`config.mk`:
```
export PLATFORM = sky130hd
export DESIGN_NAME = my_fifo_ctrl
export DESIGN_NICKNAME = d
export VERILOG_FILES = /design/src/rtl/my_fifo_ctrl.sv
export SDC_FILE = /design/constraint.sdc
export NUM_CORES = 1
export LEC_CHECK = 0
export ABC_AREA = 1
export BUFFER_PORTS_ARGS = -buffer_cell sky130_fd_sc_hd__clkbuf_2
export CAP_MARGIN = 15
export CORE_MARGIN = 4
export CORE_UTILIZATION = 27
export CTS_BUF_LIST = sky130_fd_sc_hd__clkbuf_16
export DETAILED_ROUTE_END_ITERATION = 7
export SLEW_MARGIN = 5
export SYNTH_ARGS = -nofsm -noshare
export SYNTH_HDL_FRONTEND = slang
export SYNTH_SLANG_ARGS = --single-unit
export TNS_END_PERCENT = 100
```
`constraint.sdc`:
```
create_clock -name clk -period 6.2 [get_ports clk]
set_input_delay 0.93 -clock clk [delete_from_list [all_inputs] [get_ports clk]]
set_output_delay 0.93 -clock clk [all_outputs]
set_load 0.005 [all_outputs]
```
`src/rtl/my_fifo_ctrl.sv`:
```
// Synchronous FIFO controller for an external dual-port RAM with an asynchronous read port.
// Tracks occupancy through wrap-bit pointers and produces status, threshold and error flags.
module my_fifo_ctrl #(
    parameter int DATA_W = 8,
    parameter int DEPTH  = 8,
    parameter int AF_LVL = DEPTH - 2,
    parameter int AE_LVL = 2,
    parameter int ADDR_W = $clog2(DEPTH)
) (
    input  logic              clk,
    input  logic              rst,
    input  logic              i_wren,
    input  logic [DATA_W-1:0] i_wrdata,
    input  logic              i_rden,
    output logic [DATA_W-1:0] o_rddata,
    output logic              o_rdvalid,
    output logic              o_full,
    output logic              o_empty,
    output logic              o_alm_full,
    output logic              o_alm_empty,
    output logic [ADDR_W:0]   o_count,
    output logic              o_ovf,
    output logic              o_udf,
    output logic              o_ram_en,
    output logic              o_ram_wren,
    output logic [ADDR_W-1:0] o_ram_waddr,
    output logic [ADDR_W-1:0] o_ram_raddr,
    output logic [DATA_W-1:0] o_ram_wdata,
    input  logic [DATA_W-1:0] i_ram_rdata
);

    localparam logic [ADDR_W:0] AF_THR = (ADDR_W+1)'(AF_LVL);
    localparam logic [ADDR_W:0] AE_THR = (ADDR_W+1)'(AE_LVL);
    localparam logic [ADDR_W:0] PTR_ONE = (ADDR_W+1)'(1);

    logic [ADDR_W:0]   wr_ptr;
    logic [ADDR_W:0]   rd_ptr;
    logic [ADDR_W:0]   cnt;
    logic [DATA_W-1:0] rd_data_p1;
    logic              rd_vld_p1;
    logic              ovf_p1;
    logic              udf_p1;
    logic              wr_ok;
    logic              rd_ok;

    // Flags come from the registered pointers, so same-cycle requests never see their own effect.
    assign o_empty = (wr_ptr == rd_ptr);
    assign o_full  = (wr_ptr[ADDR_W-1:0] == rd_ptr[ADDR_W-1:0]) &&
                     (wr_ptr[ADDR_W] != rd_ptr[ADDR_W]);

    assign wr_ok = i_wren & ~o_full & ~rst;
    assign rd_ok = i_rden & ~o_empty & ~rst;

    assign o_ram_en    = ~rst;
    assign o_ram_wren  = wr_ok;
    assign o_ram_waddr = wr_ptr[ADDR_W-1:0];
    assign o_ram_raddr = rd_ptr[ADDR_W-1:0];
    assign o_ram_wdata = i_wrdata;

    assign o_count     = cnt;
    assign o_alm_full  = (cnt >= AF_THR);
    assign o_alm_empty = (cnt <= AE_THR);

    assign o_rddata  = rd_data_p1;
    assign o_rdvalid = rd_vld_p1;
    assign o_ovf     = ovf_p1;
    assign o_udf     = udf_p1;

    // Stage p1: pointer/count update and registered read data, valid and error pulses
    always_ff @(posedge clk) begin
        if (rst) begin
            wr_ptr     <= '0;
            rd_ptr     <= '0;
            cnt        <= '0;
            rd_data_p1 <= '0;
            rd_vld_p1  <= 1'b0;
            ovf_p1     <= 1'b0;
            udf_p1     <= 1'b0;
        end else begin
            if (wr_ok)
                wr_ptr <= wr_ptr + PTR_ONE;
            if (rd_ok) begin
                rd_ptr     <= rd_ptr + PTR_ONE;
                rd_data_p1 <= i_ram_rdata;
            end
            case ({wr_ok, rd_ok})
                2'b10:   cnt <= cnt + PTR_ONE;
                2'b01:   cnt <= cnt - PTR_ONE;
                default: cnt <= cnt;
            endcase
            rd_vld_p1 <= rd_ok;
            ovf_p1    <= i_wren & o_full;
            udf_p1    <= i_rden & o_empty;
        end
    end

endmodule
```
* Yosys cells after proc, flatten, opt, wreduce, memory -nomap -nowiden
Cells that the tools add are included.
Word-level totals: register bits after elaboration 23, latch bits 0, memory bits (writable) 0, bits in read-only memories 0, word-level logic and storage cells 30, memories kept 0
Cells by class: add/subtract/negate cells 4, $mul 0, divide/modulo/power cells 0, magnitude comparators 2, equal/unequal tests 5, shift-type cells 0, mux-type cells 1, bitwise operators 9, reduce and logical (&&, ||, !) cells 2
Operators by type and width (count):
- 4-bit by 1-bit adder with 4-bit output (second input constant) | 3
- 4-bit case mux with 2 select lines | 1
- 1-bit bitwise AND | 6
- 4-bit equality test | 1
- 4-bit by 3-bit greater-or-equal comparator with 1-bit output (second input constant) | 1
- 4-bit by 2-bit <= comparator with 1-bit output (second input constant) | 1
- 4-bit by 1-bit subtractor with 4-bit output (second input constant) | 1
- 3-bit equality test | 1
- 1-bit inverter | 3
- 2-bit by 1-bit equality test with 1-bit output (second input constant) | 1
- 2-bit equality test (second input constant) | 1
- 2-bit nonzero test | 1
- 1-bit logical AND | 1
- 1-bit inequality test | 1

* Depth between registers and ports, before layout
Gate-level depths: netlist (run 1).
depth in word-level cells 7, gate-level depth with buffers 14, mapped depth without buffers 14

* Worst setup path before layout (run 1)
Ideal clock, no wire load.
path type input -> register, start input rst, end register cnt[3], in the netlist o_count[3], data arrival time 2459 ps, required time 6130 ps, slack 3671 ps, stages 10, buffers on the path 1, cell sequence buf_2 nor2_1 nand2_2 ha_1 ha_1 a21oi_1 nand2_1 xnor2_1 nand2_1 a21oi_1
On the way: cells in the longest elaborated chain, start to end 4, elaborated cells between the ends (all ways) 7, those cells by class eq/ne (2); mux (1); bitwise (3); reduce/logical (1)
RTL lines:
- start, declared | line 11 | input logic rst,
- 1-bit inverter | line 51, 52
- 1-bit bitwise AND (on tied branches) | line 52, 51
- 2-bit by 1-bit equality test with 1-bit output / 2-bit equality test (equally long branches) | line 86 | case ({wr_ok, rd_ok})
- 4-bit case mux with 2 select lines / 2-bit nonzero test (equally long branches)
- end signal, assigned | line 87 | 2'b10: cnt <= cnt + PTR_ONE;
- end signal, assigned | line 88 | 2'b01: cnt <= cnt - PTR_ONE;
- end signal, assigned | line 89 | default: cnt <= cnt;
- end, declared | line 38 | logic [ADDR_W:0] cnt;
Parallel ways exist; a longest one is shown, timed or not. A chain may end at the register's enable or synchronous reset.

* Final worst setup path (run 1)
start input rst, end register cnt[3], in the netlist o_count[3]
On the way: cells in the longest elaborated chain, start to end 4, elaborated cells between the ends (all ways) 7, those cells by class eq/ne (2); mux (1); bitwise (3); reduce/logical (1)
RTL lines:
- 1-bit inverter (*) | line 52 | assign rd_ok = i_rden & ~o_empty & ~rst;
- 1-bit bitwise AND (*) | line 52
- net rd_ok | line 44 | logic rd_ok;
- 2-bit by 1-bit equality test with 1-bit output / 2-bit equality test (equally long branches) | line 86
- 4-bit case mux with 2 select lines / 2-bit nonzero test (equally long branches)
Mark *: on every way through the listed nets, which the timed path passes. The rest lies on a longest branch.

==> out/qor.yml, run 1 <==
power_and_ir_drop:
  sequentialPowerShare_pct: 42.9
  leakagePower_nw: 0.772
  cellInternalPower_w: 0.000283
  combPwrFrac_pct: 21.4
  ir_worst_vdd_uv: 89.5
  p_sw_share_pct: 28.9
  clockPowerShare_pct: 35.7
  p_per_area_nw_per_um2: 250
  switchingPower_w: 0.000115
yosys:
  ys_ff_latch: 23
  synth-edff-count: 0
  yosysSeqAreaShare_pct: 33.5
  syn_nets: 204
  syn_area_um2: 1370
  syn_area_per_cell_um2: 7.72
  ys.flop_type: "dfxtp_1"
  synthArstFlopShare_pct: 0
  synth_cell_types: 27
  yosysWarnings: 0
  syn_inst: 178
critical_path:
  r2r_slack_ns: 3.80
  rr_worst_depth: 14
  max_stage_delay_ns: 0.85
  cp_slowest_cell: "nor2_1"
  path_buf_inv: 2
  r2r_end: "o_count[3]$_SDFFE_PP0P_"
  cp-endpoint: "o_count[3]$_SDFFE_PP0P_"
  cp_num_cells: 11
  crit_chain: "clkbuf_2 -> nor2_1 -> nand2_4 -> inv_4 -> ha_1 -> ha_1 -> a21oi_1 -> nand2_1 -> xnor2_1 -> nand2_1 -> a21oi_1"
  critical_path_peak_fanout: 12
  reg2reg_from: "rd_ptr[0]$_SDFFE_PP0P_"
  startpoint: "rst"
  crit_path_end_kind: "flop"
  path_delay_family: "simple AND/OR/NAND/NOR gates"
  worstPathArrival_ns: 3.34
  crit_type: "in -> reg"
  critical_path_required_ns: 6.39
  start_kind: "input pin"
min_path:
  min_path_type: "reg -> reg"
  min-delay-start: "wr_ptr[3]$_SDFFE_PP0P_"
timing:
  fin_ws_ns: 3.05
  finalClockSkew_ns: 0.00190
  hold_violations: 0
  fmax_mhz: 318
  setup_violations: 0
  slew_violations: 0
  worstMarginPinSlew_ns: 1.07
  tns_ns: 0
  grt_setup_unrepaired: "no"
  relSlewSlack_pct: 28.5
  finalCriticalPeriod_ns: 3.15
  timing.final.crit_share_pct: 50.7
clocking:
  cts_buffers: 3
  cts_htree_levels: 1
  cts_setup_buffers: 0
  cts_tree: "built"
  clk_pin_slew_worst_paths_ns: 0.06
  clock_path_buffers: 2
  hold_buffers: 0
  ctsResizeCount: 0
  clock_sinks: 23
  clockRootBuffer: "clkbuf_16"
  clk_latency_ns: 0.26
floorplan:
  die_h_um: 79.3
  dieArea_um2: 6290
  start_util_pct: 28.5
  chipWidth_um: 79.3
  row_count: 25
  ios: 55
  coreArea_um2: 4820
status:
  outcome: "finished clean"
cells_and_area:
  area_growth_syn_to_layout_pct: 15.8
  final_cell_mix: "38 x clkbuf_2, 28 x nand2_1, 26 x nor2_1"
  fin_nets: 229
  final_common_cell: "clkbuf_2"
  diodes: 0
  drive_above_1_share_pct: 31.7
grt:
  grt_pass1_vias: 1066
  grt_max_degree: 17
  grt_pass1_wl_mm: 4.66
  overflow: 0
  grt_antenna_before_repair: 0
  grtUsageTotal_pct: 9.31
drt:
  routed_wl_mm: 2.75
  vias: 1123
  drc_errors: 0
  drt_iter0_markers: 46
  dr.pass1.iters: 4
  drtAntennaViolNets: 0
  wl_per_cell_um: 10.2
  via_per_inst: 4.17
place:
  dp_hpwl_mm: 2.14
  place_congestion: 0.745
  place_ws_ns: 2.78
  port_buffers: 38
flow_run:
  maxCapViolCount: 0
==> metrics by stage <==
stage               util, %  hold slack [ns]  cell area [um2]  cells  power [W]
floorplan                 -            0.452             1370    178   0.000242
global placement       31.4            0.470             1510    265   0.000259
detailed placement     31.4            0.471             1510    265   0.000260
CTS                    33.0            0.481             1590    269   0.000403
global route           33.0            0.520             1590    269   0.000421
finish                 33.0            0.475             1590    269   0.000397
==> worst min-delay path by stage <==
stage,slack [ns],depth (start not counted),end
2_1_floorplan,0.45,2,wr_ptr[3]$_SDFFE_PP0P_
3_3_place_gp,0.47,2,wr_ptr[3]$_SDFFE_PP0P_
3_5_place_dp,0.47,2,wr_ptr[3]$_SDFFE_PP0P_
4_1_cts,0.48,2,wr_ptr[3]$_SDFFE_PP0P_
5_1_grt,0.52,2,o_rddata[0]$_SDFFE_PP0P_
6_report,0.47,2,wr_ptr[3]$_SDFFE_PP0P_
==> logic make-up (layout without fill, tap and decap cells) <==
family,after synthesis,in the layout,synth area share [%]
simple gates,87,87,33.9
buf+inv,41,65,16.5
xor+xnor,7,7,4.46
fa+ha+maj,6,6,6.01
flops,23,23,33.5
compound gates,14,14,5.65
==> cell usage after synthesis (all sizes together) (3+ instances only) <==
| library cell | instances | area [um2] |
|---|---|---|
| nand2 | 34 | 153 |
| nor2 | 30 | 128 |
| dfxtp | 23 | 460 |
| inv | 23 | 88.8 |
| buf | 18 | 138 |
| a21oi | 10 | 57.6 |
| nand3b | 10 | 90.1 |
| nand3 | 9 | 55.1 |
| ha | 5 | 62.6 |
| o21ai | 4 | 20.0 |
| xor2 | 4 | 35.0 |
| xnor2 | 3 | 26.3 |
==> worst reg2reg max path: stages (launching register included) <==
cell,delay (ns)
dfxtp_1,0.45
inv_1,0.06
nand2_1,0.07
nand2_2,0.07
and2_4,0.15
nand2_4,0.18
nand2_4,0.10
inv_4,0.16
ha_1,0.24
ha_1,0.29
a21oi_1,0.16
nand2_1,0.08
xnor2_1,0.13
nand2_1,0.06
a21oi_1,0.11
==> state kept, by name, indices dropped and copies added, names as in the netlist <==
register and cells:
o_count 4, o_ovf 1, o_rddata 8, o_rdvalid 1, o_udf 1, rd_ptr 4
wr_ptr 4
==> final cells by class <==
type / count / area, um2
Inverter: 23 / 88.8
Clock inverter: 1 / 5.00
Clock buffer: 3 / 75.1
Fill cell: 534 / 3230
Timing Repair Buffer: 38 / 190
Sequential cell: 23 / 460
Tap cell: 67 / 83.8
Multi-Input combinational cell: 114 / 687
==> metal layers <==
metal / routed length, um / vias to the layer above / part of all wire [%] / GRT usage, %
met5: 0 / - / 0 / 0
met4: 31 / 0 / 1.1 / 2.58
met3: 200 / 3 / 7.3 / 2.83
met2: 1230 / 35 / 45 / 15.7
met1: 1290 / 498 / 47 / 11.4
li1: - / 587 / - / -
==> power by group through the flow <==
stage	Combinational (W)	Sequential (W)	Clock, W
2_1_floorplan	0.0000701	0.000172	0
3_3_place_gp	0.0000850	0.000174	0
3_5_place_dp	0.0000865	0.000174	0
4_1_cts	0.0000867	0.000171	0.000146
5_1_grt	0.0000975	0.000172	0.000151
6_report	0.0000851	0.000170	0.000142
Note: power is estimated with default switching activity, not from simulation.
==> inputs of run 2 (changes only) <==
==> constraint.sdc (replaced) <==
create_clock -name clk -period 3.08 [get_ports clk]
set_input_delay 0.462 -clock clk [delete_from_list [all_inputs] [get_ports clk]]
set_output_delay 0.462 -clock clk [all_outputs]
set_load 0.005 [all_outputs]
==> out/qor.yml, run 2 (synthesis gave the netlist of run 1 again) <==
grt:
  use_met3_pct: 2.38  # was 2.83%
  grt_antenna_before_repair: 0  # unchanged
  grt_pass1_vias: 1072  # was 1066
  overflow: 0  # unchanged
  use_met1_pct: 11.6  # was 11.4%
  grtUsageTotal_pct: 9.39  # was 9.31%
  grt_pass1_wl_mm: 4.74  # was 4.66 mm
  top_usage_layer: "met2"  # unchanged
  grt_max_degree: 17  # unchanged
  met2_usage_pct: 15.7  # about the same
drt:
  via_per_inst: 4.03  # was 4.17
  vias: 1092  # was 1123
  drt_iter0_markers: 34  # was 46
  drtAntennaViolNets: 0  # unchanged
  dr.pass1.iters: 3  # was 4
  wl_per_cell_um: 10.0  # was 10.2 um
  routed_wl_mm: 2.72  # was 2.75 mm
  drc_errors: 0  # unchanged
timing:
  finalClockSkew_ns: 0.00415  # was 0.00190 ns
  grt_setup_unrepaired: "no"  # unchanged
  tns_ns: 0  # unchanged
  relSlewSlack_pct: 79.7  # was 28.5%
  hold_violations: 0  # unchanged
  timing.final.crit_share_pct: 76.3
  slew_violations: 0  # unchanged
  finalCriticalPeriod_ns: 2.35
  fmax_mhz: 425
  fin_ws_ns: 0.730  # was 3.05 ns
  worstMarginPinSlew_ns: 0.304  # was 1.07 ns
  whs_ns: 0.463  # was 0.475 ns
  setup_violations: 0  # unchanged
clocking:
  clock_path_buffers: 2  # unchanged
  clockRootBuffer: "clkbuf_16"  # unchanged
  cts_buffers: 3  # unchanged
  clk_latency_ns: 0.25  # was 0.26 ns
  clk_pin_slew_worst_paths_ns: 0.06  # about the same
  cts_htree_levels: 1  # unchanged
  hold_buffers: 0  # unchanged
  cts_setup_buffers: 0  # unchanged
  cts_tree: "built"  # unchanged
  ctsResizeCount: 0  # unchanged
  clock_sinks: 23  # unchanged
place:
  place_congestion: 0.742  # was 0.745
  port_buffers: 38  # unchanged
  dp_hpwl_mm: 2.10  # was 2.14 mm
  place_ws_ns: 0.726  # was 2.78 ns
critical_path:
  critical_path_required_ns: 3.27  # was 6.39 ns
  r2r_end: "o_count[3]$_SDFFE_PP0P_"  # unchanged
  crit_path_end_kind: "flop"  # unchanged
  critical_path_peak_fanout: 16  # was 12
  worstPathArrival_ns: 2.54  # was 3.34 ns
  start_kind: "flop"  # was input pin
  startpoint: "wr_ptr[1]$_SDFFE_PP0P_"  # was rst
  reg2reg_from: "wr_ptr[1]$_SDFFE_PP0P_"  # was rd_ptr[0]$_SDFFE_PP0P_
  r2r_slack_ns: 0.73  # was 3.80 ns
  rr_worst_depth: 14  # unchanged
  crit_type: "reg -> reg"  # was in -> reg
min_path:
  min-delay-start: "i_wren"  # was wr_ptr[3]$_SDFFE_PP0P_
  min_path_cells: 3  # was 2
  min_path_type: "in -> reg"  # was reg -> reg
  min_to: "o_ovf$_SDFF_PP0_"  # was wr_ptr[3]$_SDFFE_PP0P_
cells_and_area:
  fin_nets: 231  # was 229
  area_growth_syn_to_layout_pct: 16.8  # was 15.8%
  diodes: 0  # unchanged
  largest_register_ff_count: 8  # unchanged
  final_common_cell: "clkbuf_2"  # unchanged
  final_cell_mix: "38 x clkbuf_2, 28 x nand2_1, 26 x nor2_1"  # unchanged
  drive_above_1_share_pct: 32.4  # was 31.7%
  fill_cells: 531  # was 534
floorplan:
  ios: 55  # unchanged
  start_util_pct: 28.5  # unchanged
  die_h_um: 79.3  # unchanged
  chipWidth_um: 79.3  # unchanged
  dieArea_um2: 6290  # unchanged
  coreArea_um2: 4820  # unchanged
  row_count: 25  # unchanged
power_and_ir_drop:
  ir_worst_vdd_uv: 181  # was 89.5 uV
  leakagePower_nw: 0.782  # was 0.772 nW
  p_total_w: 0.000795  # was 0.000397 W
  p_per_area_nw_per_um2: 496  # was 250 nW/um2
flow_run:
  maxCapViolCount: 0  # unchanged
status:
  outcome: "finished clean"  # unchanged
[run 2: cell count changes in the layout (fill, tap and decap cells not counted), sizes merged]
cell | before | now
buf | 0 | 2
[run 2: stage by stage]
stage | util [%] | instance area, um2 | std cells
floorplan | - | 1370 | 178
global placement | 31.7 | 1530 | 267
detailed placement | 31.7 | 1530 | 267
CTS | 33.3 | 1610 | 271
global route | 33.3 | 1610 | 271
finish | 33.3 | 1610 | 271
[run 2: worst max path at each step]
stage,cells after the start,slack [ns],to
after detailed placement,14,0.73,o_count[3]$_SDFFE_PP0P_
after CTS,14,0.71,o_count[3]$_SDFFE_PP0P_
after global placement,13,0.78,o_count[3]$_SDFFE_PP0P_
after global routing,14,0.46,o_count[3]$_SDFFE_PP0P_
after floorplan,10,1.02,o_count[3]$_SDFFE_PP0P_
final,14,0.73,o_count[3]$_SDFFE_PP0P_
[run 2: worst max-delay path: stages (launching register included)]
cell	delay (ns)
dfxtp_1	0.42
inv_1	0.07
nand2_1	0.08
nand2_2	0.07
and2_4	0.17
nand2_4	0.18
nand2_4	0.10
inv_4	0.13
ha_1	0.25
ha_1	0.29
a21oi_1	0.16
nand2_1	0.07
xnor2_1	0.13
nand2_1	0.06
a21oi_1	0.11
[run 2: routing by layer]
layer  vias up  share of wire (%)
li1        593                  -
met1       469                 49
met2        26                 44
met3         4                5.8
met4         0                1.3
met5         -                  0
[run 2: area by class of cell]
class / instances / area, um2 / share of cell area [%]
Multi-Input combinational cell: 114 / 687 / 42.8
Sequential cell: 23 / 460 / 28.7
Timing Repair Buffer: 40 / 205 / 12.8
Inverter: 23 / 88.8 / 5.53
Tap cell: 67 / 83.8 / 5.22
Clock buffer: 3 / 75.1 / 4.68
Clock inverter: 1 / 5.00 / 0.312
[run 2: where the power goes]
part	switching, W	internal (W)
logic	0.0000971	0.0000751
clock network	0.000106	0.000175
registers	0.0000219	0.000320
